--- src/rtl/gpio_bus_arbiter.sv ---
// gpio_bus_arbiter: shares the single GPIO register port between two bus
// masters. Each granted request becomes one single-cycle GPIO access,
// sequenced IDLE -> ACCESS -> RESP. Arbitration is round-robin, with an
// optional bounded lock that lets one master keep the port.
//
// Handshake: a master raises req, with addr/wdata/we/lock stable, and holds
// it until its done pulse. gnt marks the ACCESS cycle, after which the
// request fields may change. done marks the RESP cycle; err and rdata are
// valid from done. A master with no further work drops req at the edge that
// ends its done cycle.
module gpio_bus_arbiter #(
  parameter logic [31:0] GPIO_ADDR = 32'h0000_0030,
  parameter int          MAX_LOCK  = 4
) (
  input  logic        clk,
  input  logic        rst,
  input  logic        m0_req,
  input  logic        m1_req,
  input  logic        m0_lock,
  input  logic        m1_lock,
  input  logic [31:0] m0_addr,
  input  logic [31:0] m1_addr,
  input  logic [31:0] m0_wdata,
  input  logic [31:0] m1_wdata,
  input  logic        m0_we,
  input  logic        m1_we,
  output logic        m0_gnt,
  output logic        m1_gnt,
  output logic        m0_done,
  output logic        m1_done,
  output logic        m0_err,
  output logic        m1_err,
  output logic [31:0] m0_rdata,
  output logic [31:0] m1_rdata,
  output logic [31:0] s_addr,
  output logic [31:0] s_wdata,
  output logic        s_we,
  input  logic [31:0] s_rdata,
  output logic [1:0]  fsm_state
);

  localparam int CW = $clog2(MAX_LOCK + 1);

  typedef enum logic [1:0] {
    IDLE   = 2'd0,
    ACCESS = 2'd1,
    RESP   = 2'd2
  } state_e;

  state_e          state;
  state_e          state_next;
  logic            cur;          // master owning the current access (1 = m1)
  logic            hit;          // latched address match for the current access
  logic            last_gnt;     // most recent winner
  logic            owner_valid;  // a lock owner exists
  logic            owner;        // which master holds the lock
  logic [CW-1:0]   lock_cnt;     // consecutive grants to the lock owner

  logic            any_req;
  logic            owner_prio;
  logic            win;
  logic            win_lock;
  logic            win_we;
  logic [31:0]     win_addr;
  logic [31:0]     win_wdata;
  logic            win_hit;

  assign fsm_state = state;
  assign any_req   = m0_req | m1_req;

  // State register
  always_ff @(posedge clk or posedge rst) begin
    if (rst) state <= IDLE;
    else     state <= state_next;
  end

  // Next-state: an access always takes exactly ACCESS then RESP
  always_comb begin
    state_next = state;
    case (state)
      IDLE:    if (any_req) state_next = ACCESS;
      ACCESS:  state_next = RESP;
      RESP:    state_next = IDLE;
      default: state_next = IDLE;
    endcase
  end

  // Winner selection: live lock owner first, then a lone requester, then round-robin
  always_comb begin
    owner_prio = owner_valid && (owner ? m1_req : m0_req) && (lock_cnt < CW'(MAX_LOCK));
    win        = 1'b0;
    if (owner_prio)            win = owner;
    else if (m0_req && !m1_req) win = 1'b0;
    else if (m1_req && !m0_req) win = 1'b1;
    else                        win = ~last_gnt;
    win_lock  = win ? m1_lock  : m0_lock;
    win_we    = win ? m1_we    : m0_we;
    win_addr  = win ? m1_addr  : m0_addr;
    win_wdata = win ? m1_wdata : m0_wdata;
    win_hit   = (win_addr == GPIO_ADDR);
  end

  // Registered datapath, handshake outputs and lock bookkeeping
  always_ff @(posedge clk or posedge rst) begin
    if (rst) begin
      cur         <= 1'b0;
      hit         <= 1'b0;
      last_gnt    <= 1'b1;
      owner_valid <= 1'b0;
      owner       <= 1'b0;
      lock_cnt    <= '0;
      m0_gnt      <= 1'b0;
      m1_gnt      <= 1'b0;
      m0_done     <= 1'b0;
      m1_done     <= 1'b0;
      m0_err      <= 1'b0;
      m1_err      <= 1'b0;
      m0_rdata    <= '0;
      m1_rdata    <= '0;
      s_addr      <= '0;
      s_wdata     <= '0;
      s_we        <= 1'b0;
    end else begin
      case (state)
        IDLE: begin
          if (any_req) begin
            cur      <= win;
            hit      <= win_hit;
            last_gnt <= win;
            s_addr   <= win_addr;
            s_wdata  <= win_wdata;
            // A miss never writes the GPIO register
            s_we     <= win_we & win_hit;
            m0_gnt   <= ~win;
            m1_gnt   <= win;
            if (win_lock) begin
              if (owner_valid && owner == win) begin
                // Saturate: once the bound is reached the owner only competes round-robin
                if (lock_cnt < CW'(MAX_LOCK)) lock_cnt <= lock_cnt + CW'(1);
              end else begin
                owner_valid <= 1'b1;
                owner       <= win;
                lock_cnt    <= CW'(1);
              end
            end else begin
              owner_valid <= 1'b0;
              lock_cnt    <= '0;
            end
          end
        end
        ACCESS: begin
          m0_gnt <= 1'b0;
          m1_gnt <= 1'b0;
          s_we   <= 1'b0;
          // s_rdata still shows the pre-write value at this edge
          if (cur) begin
            m1_done  <= 1'b1;
            m1_err   <= ~hit;
            m1_rdata <= hit ? s_rdata : 32'h0;
          end else begin
            m0_done  <= 1'b1;
            m0_err   <= ~hit;
            m0_rdata <= hit ? s_rdata : 32'h0;
          end
        end
        RESP: begin
          m0_done <= 1'b0;
          m1_done <= 1'b0;
          m0_err  <= 1'b0;
          m1_err  <= 1'b0;
        end
        default: begin
          m0_gnt <= 1'b0;
          m1_gnt <= 1'b0;
          s_we   <= 1'b0;
        end
      endcase
    end
  end

endmodule
--- config.mk ---
export PLATFORM = sky130hd
export DESIGN_NAME = gpio_bus_arbiter
export DESIGN_NICKNAME = d
export VERILOG_FILES = /design/src/rtl/gpio_bus_arbiter.sv
export SDC_FILE = /design/constraint.sdc
export NUM_CORES = 1
export LEC_CHECK = 0
export CORE_UTILIZATION = 37
export CTS_CLUSTER_DIAMETER = 30
export DETAILED_ROUTE_END_ITERATION = 10
export PLACE_DENSITY = 0.76
export SLEW_MARGIN = 40
export SYNTH_ARGS = -nofsm -noshare
export SYNTH_HDL_FRONTEND = slang
export SYNTH_SLANG_ARGS = --single-unit
--- constraint.sdc ---
create_clock -name clk -period 4.6 [get_ports clk]
set_input_delay 0.92 -clock clk [delete_from_list [all_inputs] [get_ports clk]]
set_output_delay 0.92 -clock clk [all_outputs]
set_load 0.02 [all_outputs]
==> flow_metrics.py <==
metrics = {
    "grt": {
        "grt_overflow": 0,
        "grt_max_degree": 130,
        "grt_pass1_wl_um": 30300,
        "antenna_found_initial": 0,
        "track_usage": 0.220,
        "grt_pass1_vias": 5765,
    },
    "timing": {
        "finalCritPeriodShare": 0.569,
        "layout_min_cycle_time_ps": 2620,
        "maxSlewHeadroom": 0.596,
        "report.final.slew_viol_count": 0,
        "finalSetupTns_ps": 0,
        "finalClockSkew_ps": 12.1,
        "final_hold_viol_count": 0,
        "setup_viol_count_final": 0,
        "rsz0062_at_grt": "no",
        "fin_ws_ps": 1980,
        "worstMarginPinSlew_ps": 606,
        "fmax_ghz": 0.382,
    },
    "clock_tree": {
        "cts_tree": "yes",
        "holdBufCountCts": 0,
        "post_cts_buffers": 0,
        "cts_resized": 0,
        "insertion_delay_ps": 420,
        "cts_buffers": 17,
        "root_buffer": "clkbuf_16",
        "cts_buffer_depth": 2,
        "clock-sinks": 145,
        "htreeDepth": 4,
        "cts.clk_slew.worst_paths_ps": 60,
    },
    "critical_path": {
        "cp-start-kind": "flip-flop",
        "cp_data_required_time_ps": 3680,
        "path_cells": "clkdlybuf4s50_1",
        "cp_num_buf_inv": 1,
        "critPathSlowestCell": "clkdlybuf4s50_1",
        "path_class": "flip-flop to output port",
        "critPathArrivalTime_ps": 1700,
        "cp_slowest_stage_delay_ps": 690,
        "cp-end-kind": "output port",
        "cp_max_fo": 12,
        "path_delay_family": "buffers and inverters",
    },
    "synthesis": {
        "postSynthNetCount": 802,
        "synth-main-ff-cell": "dfrtp_1",
        "postSynthAreaPerCell_um2": 10.1,
        "async_reset_ff_frac": 1.00,
        "ys_warn_count": 0,
        "synth.distinct_cells": 42,
        "yosysTopAreaCell": "dfrtp_1",
        "yosys-top-cells-area": "dfrtp_1 (56%), mux2i_1 (11%), nand2_1 (10%)",
        "syn_inst": 633,
        "synth_top_cell_area_share": 0.564,
        "synth_edf_count": 0,
        "ys_seq_elements": 145,
        "ys_seq_area_frac": 0.568,
        "syn_area_mm2": 0.00638,
    },
    "die": {
        "core_area_mm2": 0.0167,
        "die_w_um": 133,
        "die_height_um": 133,
        "dieArea_mm2": 0.0178,
        "placementRows": 47,
        "ios": 305,
        "start_util": 0.382,
    },
    "cells_and_area": {
        "register_area_mm2": 0.00363,
        "nets": 1090,
        "area_delta_synth_final_pct": 59.7,
        "fill_cells": 1457,
        "multiInputGateArea_mm2": 0.00250,
        "layout_common_cells": "clkdlybuf4s50_1 (304), nand2_1 (169), dfrtp_1 (144), o21ai_1 (83), mux2i_1 (67)",
        "drive_above_1_share": 0.0567,
        "diodes": 0,
        "layout_commonest_cell": "clkdlybuf4s50_1",
    },
    "place": {
        "io_buffer_count": 304,
        "place_congestion": 0.840,
        "hpwlAfterDp_um": 14500,
        "place_ws_ps": 1550,
    },
    "hold_path": {
        "hold_path.class": "flip-flop to flip-flop",
    },
    "pwr": {
        "irDropWorstVdd_mv": 0.367,
        "leakage_nw": 4.33,
        "power_density_mw_per_mm2": 563,
    },
    "drt": {
        "dr.pass1.iters": 4,
        "drt-vias-per-instance": 4.90,
        "wl_per_cell_um": 16.5,
        "first_iter_violations": 135,
        "vias": 5654,
        "drc_errors": 0,
        "wl_um": 19100,
        "ant_nets": 0,
    },
    "job": {
        "maxCapViolations": 0,
    },
    "outcome": {
        "outcome": "completed",
    },
}
## cells in the mapped netlist (2+ instances only)
| library cell | count |
|---|---|
| a21oi_1 | 6 |
| buf_6 | 2 |
| buf_8 | 6 |
| a31oi_1 | 2 |
| nand3_1 | 2 |
| dfrtp_1 | 144 |
| buf_2 | 9 |
| nor4b_1 | 3 |
| clkbuf_1 | 20 |
| nor2_1 | 11 |
| nor2b_1 | 6 |
| buf_1 | 3 |
| nand2b_1 | 2 |
| o22ai_1 | 3 |
| nor4_1 | 12 |
| o21ai_1 | 83 |
| nand2_1 | 170 |
| o31ai_2 | 2 |
| mux2i_1 | 67 |
| inv_1 | 4 |
| o21ai_0 | 55 |
## flip-flops by register name, indices dropped and copies added, names as in the netlist
register	flops
s_we	1
m0_gnt	1
s_addr	32
m1_err	1
lock_cnt	3
last_gnt	1
m1_gnt	1
fsm_state	2
m1_rdata	32
m0_rdata	32
s_wdata	32
m1_done	1
owner	1
cur	1
m0_err	1
m0_done	1
owner_valid	1
hit	1
## logic make-up (layout without fill, tap and decap cells)
kind of cell | Yosys count | count (layout) | share of synthesized area
and+or+nand+nor | 216 | 216 | 0.147
DFF | 145 | 145 | 0.568
muxes | 68 | 68 | 0.107
buffers and inverters | 46 | 347 | 0.0423
AOI/OAI and AO/OA | 156 | 156 | 0.132
xor gates and xnor gates | 1 | 1 | 0.00137
adders and majority gates | 1 | 1 | 0.00196
## through the flow
stage,instance area (µm²),std cells,power [mW],hold slack (ps),util
after global placement,9540,1121,4.27,461,0.571
after global routing,10200,1154,6.06,504,0.611
after CTS,10200,1153,5.80,484,0.609
after floorplan,6390,633,3.30,503,-
final,10200,1154,5.74,476,0.611
after detailed placement,9550,1121,4.34,471,0.572
## cell type report
cell class,count,area share
inverter,5,0.00221
tap,220,0.0270
multi-input combinational,442,0.245
clock inverter,13,0.0174
sequential,145,0.356
timing repair buffer,310,0.309
clock buffer,19,0.0434
## where the power goes
| part | switching (mW) | total [mW] | internal (mW) |
|---|---|---|---|
| clock network | 0.566 | 1.45 | 0.879 |
| logic | 1.33 | 2.41 | 1.08 |
| registers | 0.247 | 1.88 | 1.64 |
| total | 2.14 | 5.74 | 3.60 |
## per-layer routing
layer | track usage | share of wire | vias up | wire [µm]
met5 | 0 | 0 | - | 0
met1 | 0.262 | 0.40 | 2623 | 7660
met3 | 0.0613 | 0.078 | 27 | 1500
li1 | - | - | 2752 | -
met4 | 0.0770 | 0.026 | 0 | 491
met2 | 0.380 | 0.49 | 252 | 9420
## worst paths after layout
path | startpoint | to | slack (ps) | cells past startpoint
worst max-delay path | fsm_state[0]$_DFFE_PP0N_ | fsm_state[0] | 1980 | 1
worst min-delay path | m1_rdata[19]$_DFFE_PP0P_ | m1_rdata[19]$_DFFE_PP0P_ | 480 | 2
worst max register to register | last_gnt$_DFFE_PP1P_ | lock_cnt[0]$_DFFE_PP0P_ | 2570 | 6
worst min register to register | m1_rdata[19]$_DFFE_PP0P_ | m1_rdata[19]$_DFFE_PP0P_ | 480 | 2
max in group asynchronous | rst | s_addr[13]$_DFFE_PP0P_ | 2890 | 4
min in group asynchronous | rst | m1_done$_DFFE_PP0P_ | 800 | 2
Note: power is estimated with default switching activity, not from simulation.
==> patch, RTL diff (same settings) <==
Register the output `m1_err` once more, with the module's reset; this adds one clock of latency there. The other outputs are not delayed to match.
--- a/src/rtl/gpio_bus_arbiter.sv
+++ b/src/rtl/gpio_bus_arbiter.sv
@@ -47,4 +47,6 @@
     RESP   = 2'd2
   } state_e;
+
+  logic m1_err_s0;
 
   state_e          state;
@@ -115,5 +117,5 @@
       m1_done     <= 1'b0;
       m0_err      <= 1'b0;
-      m1_err      <= 1'b0;
+      m1_err_s0   <= 1'b0;
       m0_rdata    <= '0;
       m1_rdata    <= '0;
@@ -156,5 +158,5 @@
           if (cur) begin
             m1_done  <= 1'b1;
-            m1_err   <= ~hit;
+            m1_err_s0 <= ~hit;
             m1_rdata <= hit ? s_rdata : 32'h0;
           end else begin
@@ -168,5 +170,5 @@
           m1_done <= 1'b0;
           m0_err  <= 1'b0;
-          m1_err  <= 1'b0;
+          m1_err_s0 <= 1'b0;
         end
         default: begin
@@ -179,3 +181,11 @@
   end
 
+  always_ff @(posedge clk or posedge rst) begin
+    if (rst) begin
+      m1_err <= '0;
+    end else begin
+      m1_err <= m1_err_s0;
+    end
+  end
+
 endmodule
Behaviour: not the same (a bounded check fails within 4 cycles, from zero or initial values and one cycle with rst high).
==> patch against the unedited design <==
Clock skew down 0.0037 ns. Register-to-register slack worse by 0.13 ns. Sequential cell count up 1. Sequential share of layout area about the same. Die area up 0.38%. Power up 1.3%. Fmax down 3.6%. Setup slack worse by 0.098 ns. Design area up 0.66%. Final cell count up 0.26%. Synthesized cell count up 0.16%. Area after synthesis up 0.39%. Routed wire length up 0.63%. Critical endpoint is now s_we$_DFFE_PP0P_. Largest cell class unchanged.
==> patch: results (changes against the unedited design) <==
DP HPWL 14.57 mm (was 14.48 mm); worst-case register-to-register setup slack 2.44 ns (was 2.57 ns); Final Wtd Congestion 0.8519 (was 0.8395); share of the clock period used by the worst path after layout 0.5906 (was 0.5693); maximum number of pins on one net before global-route repair 84 (was 130); total leakage power 0.004380 uW (was 0.004334 uW); run status complete, no violations (unchanged); ranking of synthesized cells by instance count sky130_fd_sc_hd__nand2_1, sky130_fd_sc_hd__dfrtp_1, sky130_fd_sc_hd__o21ai_1 (unchanged); fraction of met3 tracks used by global routing 0.07116 (was 0.06126); fraction of final layout cells sized beyond drive strength 1 0.05977 (was 0.05675); adder-cell area share of the yosys netlist 0.001952 (was 0.001960); top post-synthesis cells by area sky130_fd_sc_hd__dfrtp_1, sky130_fd_sc_hd__mux2i_1, sky130_fd_sc_hd__nand2_1 (unchanged); setup slack at placement 1.467 ns (was 1.549 ns); slew at the pin closest to its max-slew limit 0.7717 ns (was 0.6056 ns); sum of routed wire length over all layers 19.19 mm (was 19.07 mm); sequential area share after synthesis 0.5702 (was 0.5685); endpoint of the worst hold-timing path m1_err$_DFF_PP0_ (was m1_rdata[19]$_DFFE_PP0P_); GR met2 Demand/Resource 0.3756 (was 0.3802); placed standard-cell area 9600 sq um (was 9548 sq um); cell family contributing the most delay on the critical path compound AO/OA/AOI/OAI gates (was buffers and inverters); Met2 Wirelength 9.617 mm (was 9.421 mm); Post-Synth XOR/XNOR Area 0.001366 (was 0.001372); arrival time of the worst setup path 3.01 ns (was 1.70 ns); Hold Crit Start m1_err_s0$_DFFE_PP0P_ (was m1_rdata[19]$_DFFE_PP0P_); hold depth 0 (was 2)
[patch: worst reg2reg max path, cell delays in order (launching register included)]
cell and delay [ns]:
sky130_fd_sc_hd__dfstp_2 0.57, sky130_fd_sc_hd__nand2_1 0.11, sky130_fd_sc_hd__o211ai_4 0.64, sky130_fd_sc_hd__buf_12 0.31, sky130_fd_sc_hd__nor3_4 0.07, sky130_fd_sc_hd__a41oi_2 0.25
sky130_fd_sc_hd__o31ai_2 0.10
[patch: area by class of cell]
class	instances	area, sq um
clock buffers	19	452.9
clock inverters	12	170.2
fillers	1460	6496
inverters	5	22.52
multi-input cells	442	2502
flip-flops and latches	146	3655
well taps	220	275.3
repair buffers	313	3186
[patch: power groups by stage]
stage	Sequential (uW)	Clock, uW	Combinational [uW]
after CTS	1910	1490	2450
after floorplan	2260	0	1050
after global routing	1940	1560	2630
final	1900	1470	2450
after global placement	1910	0	2410
after detailed placement	1920	0	2450
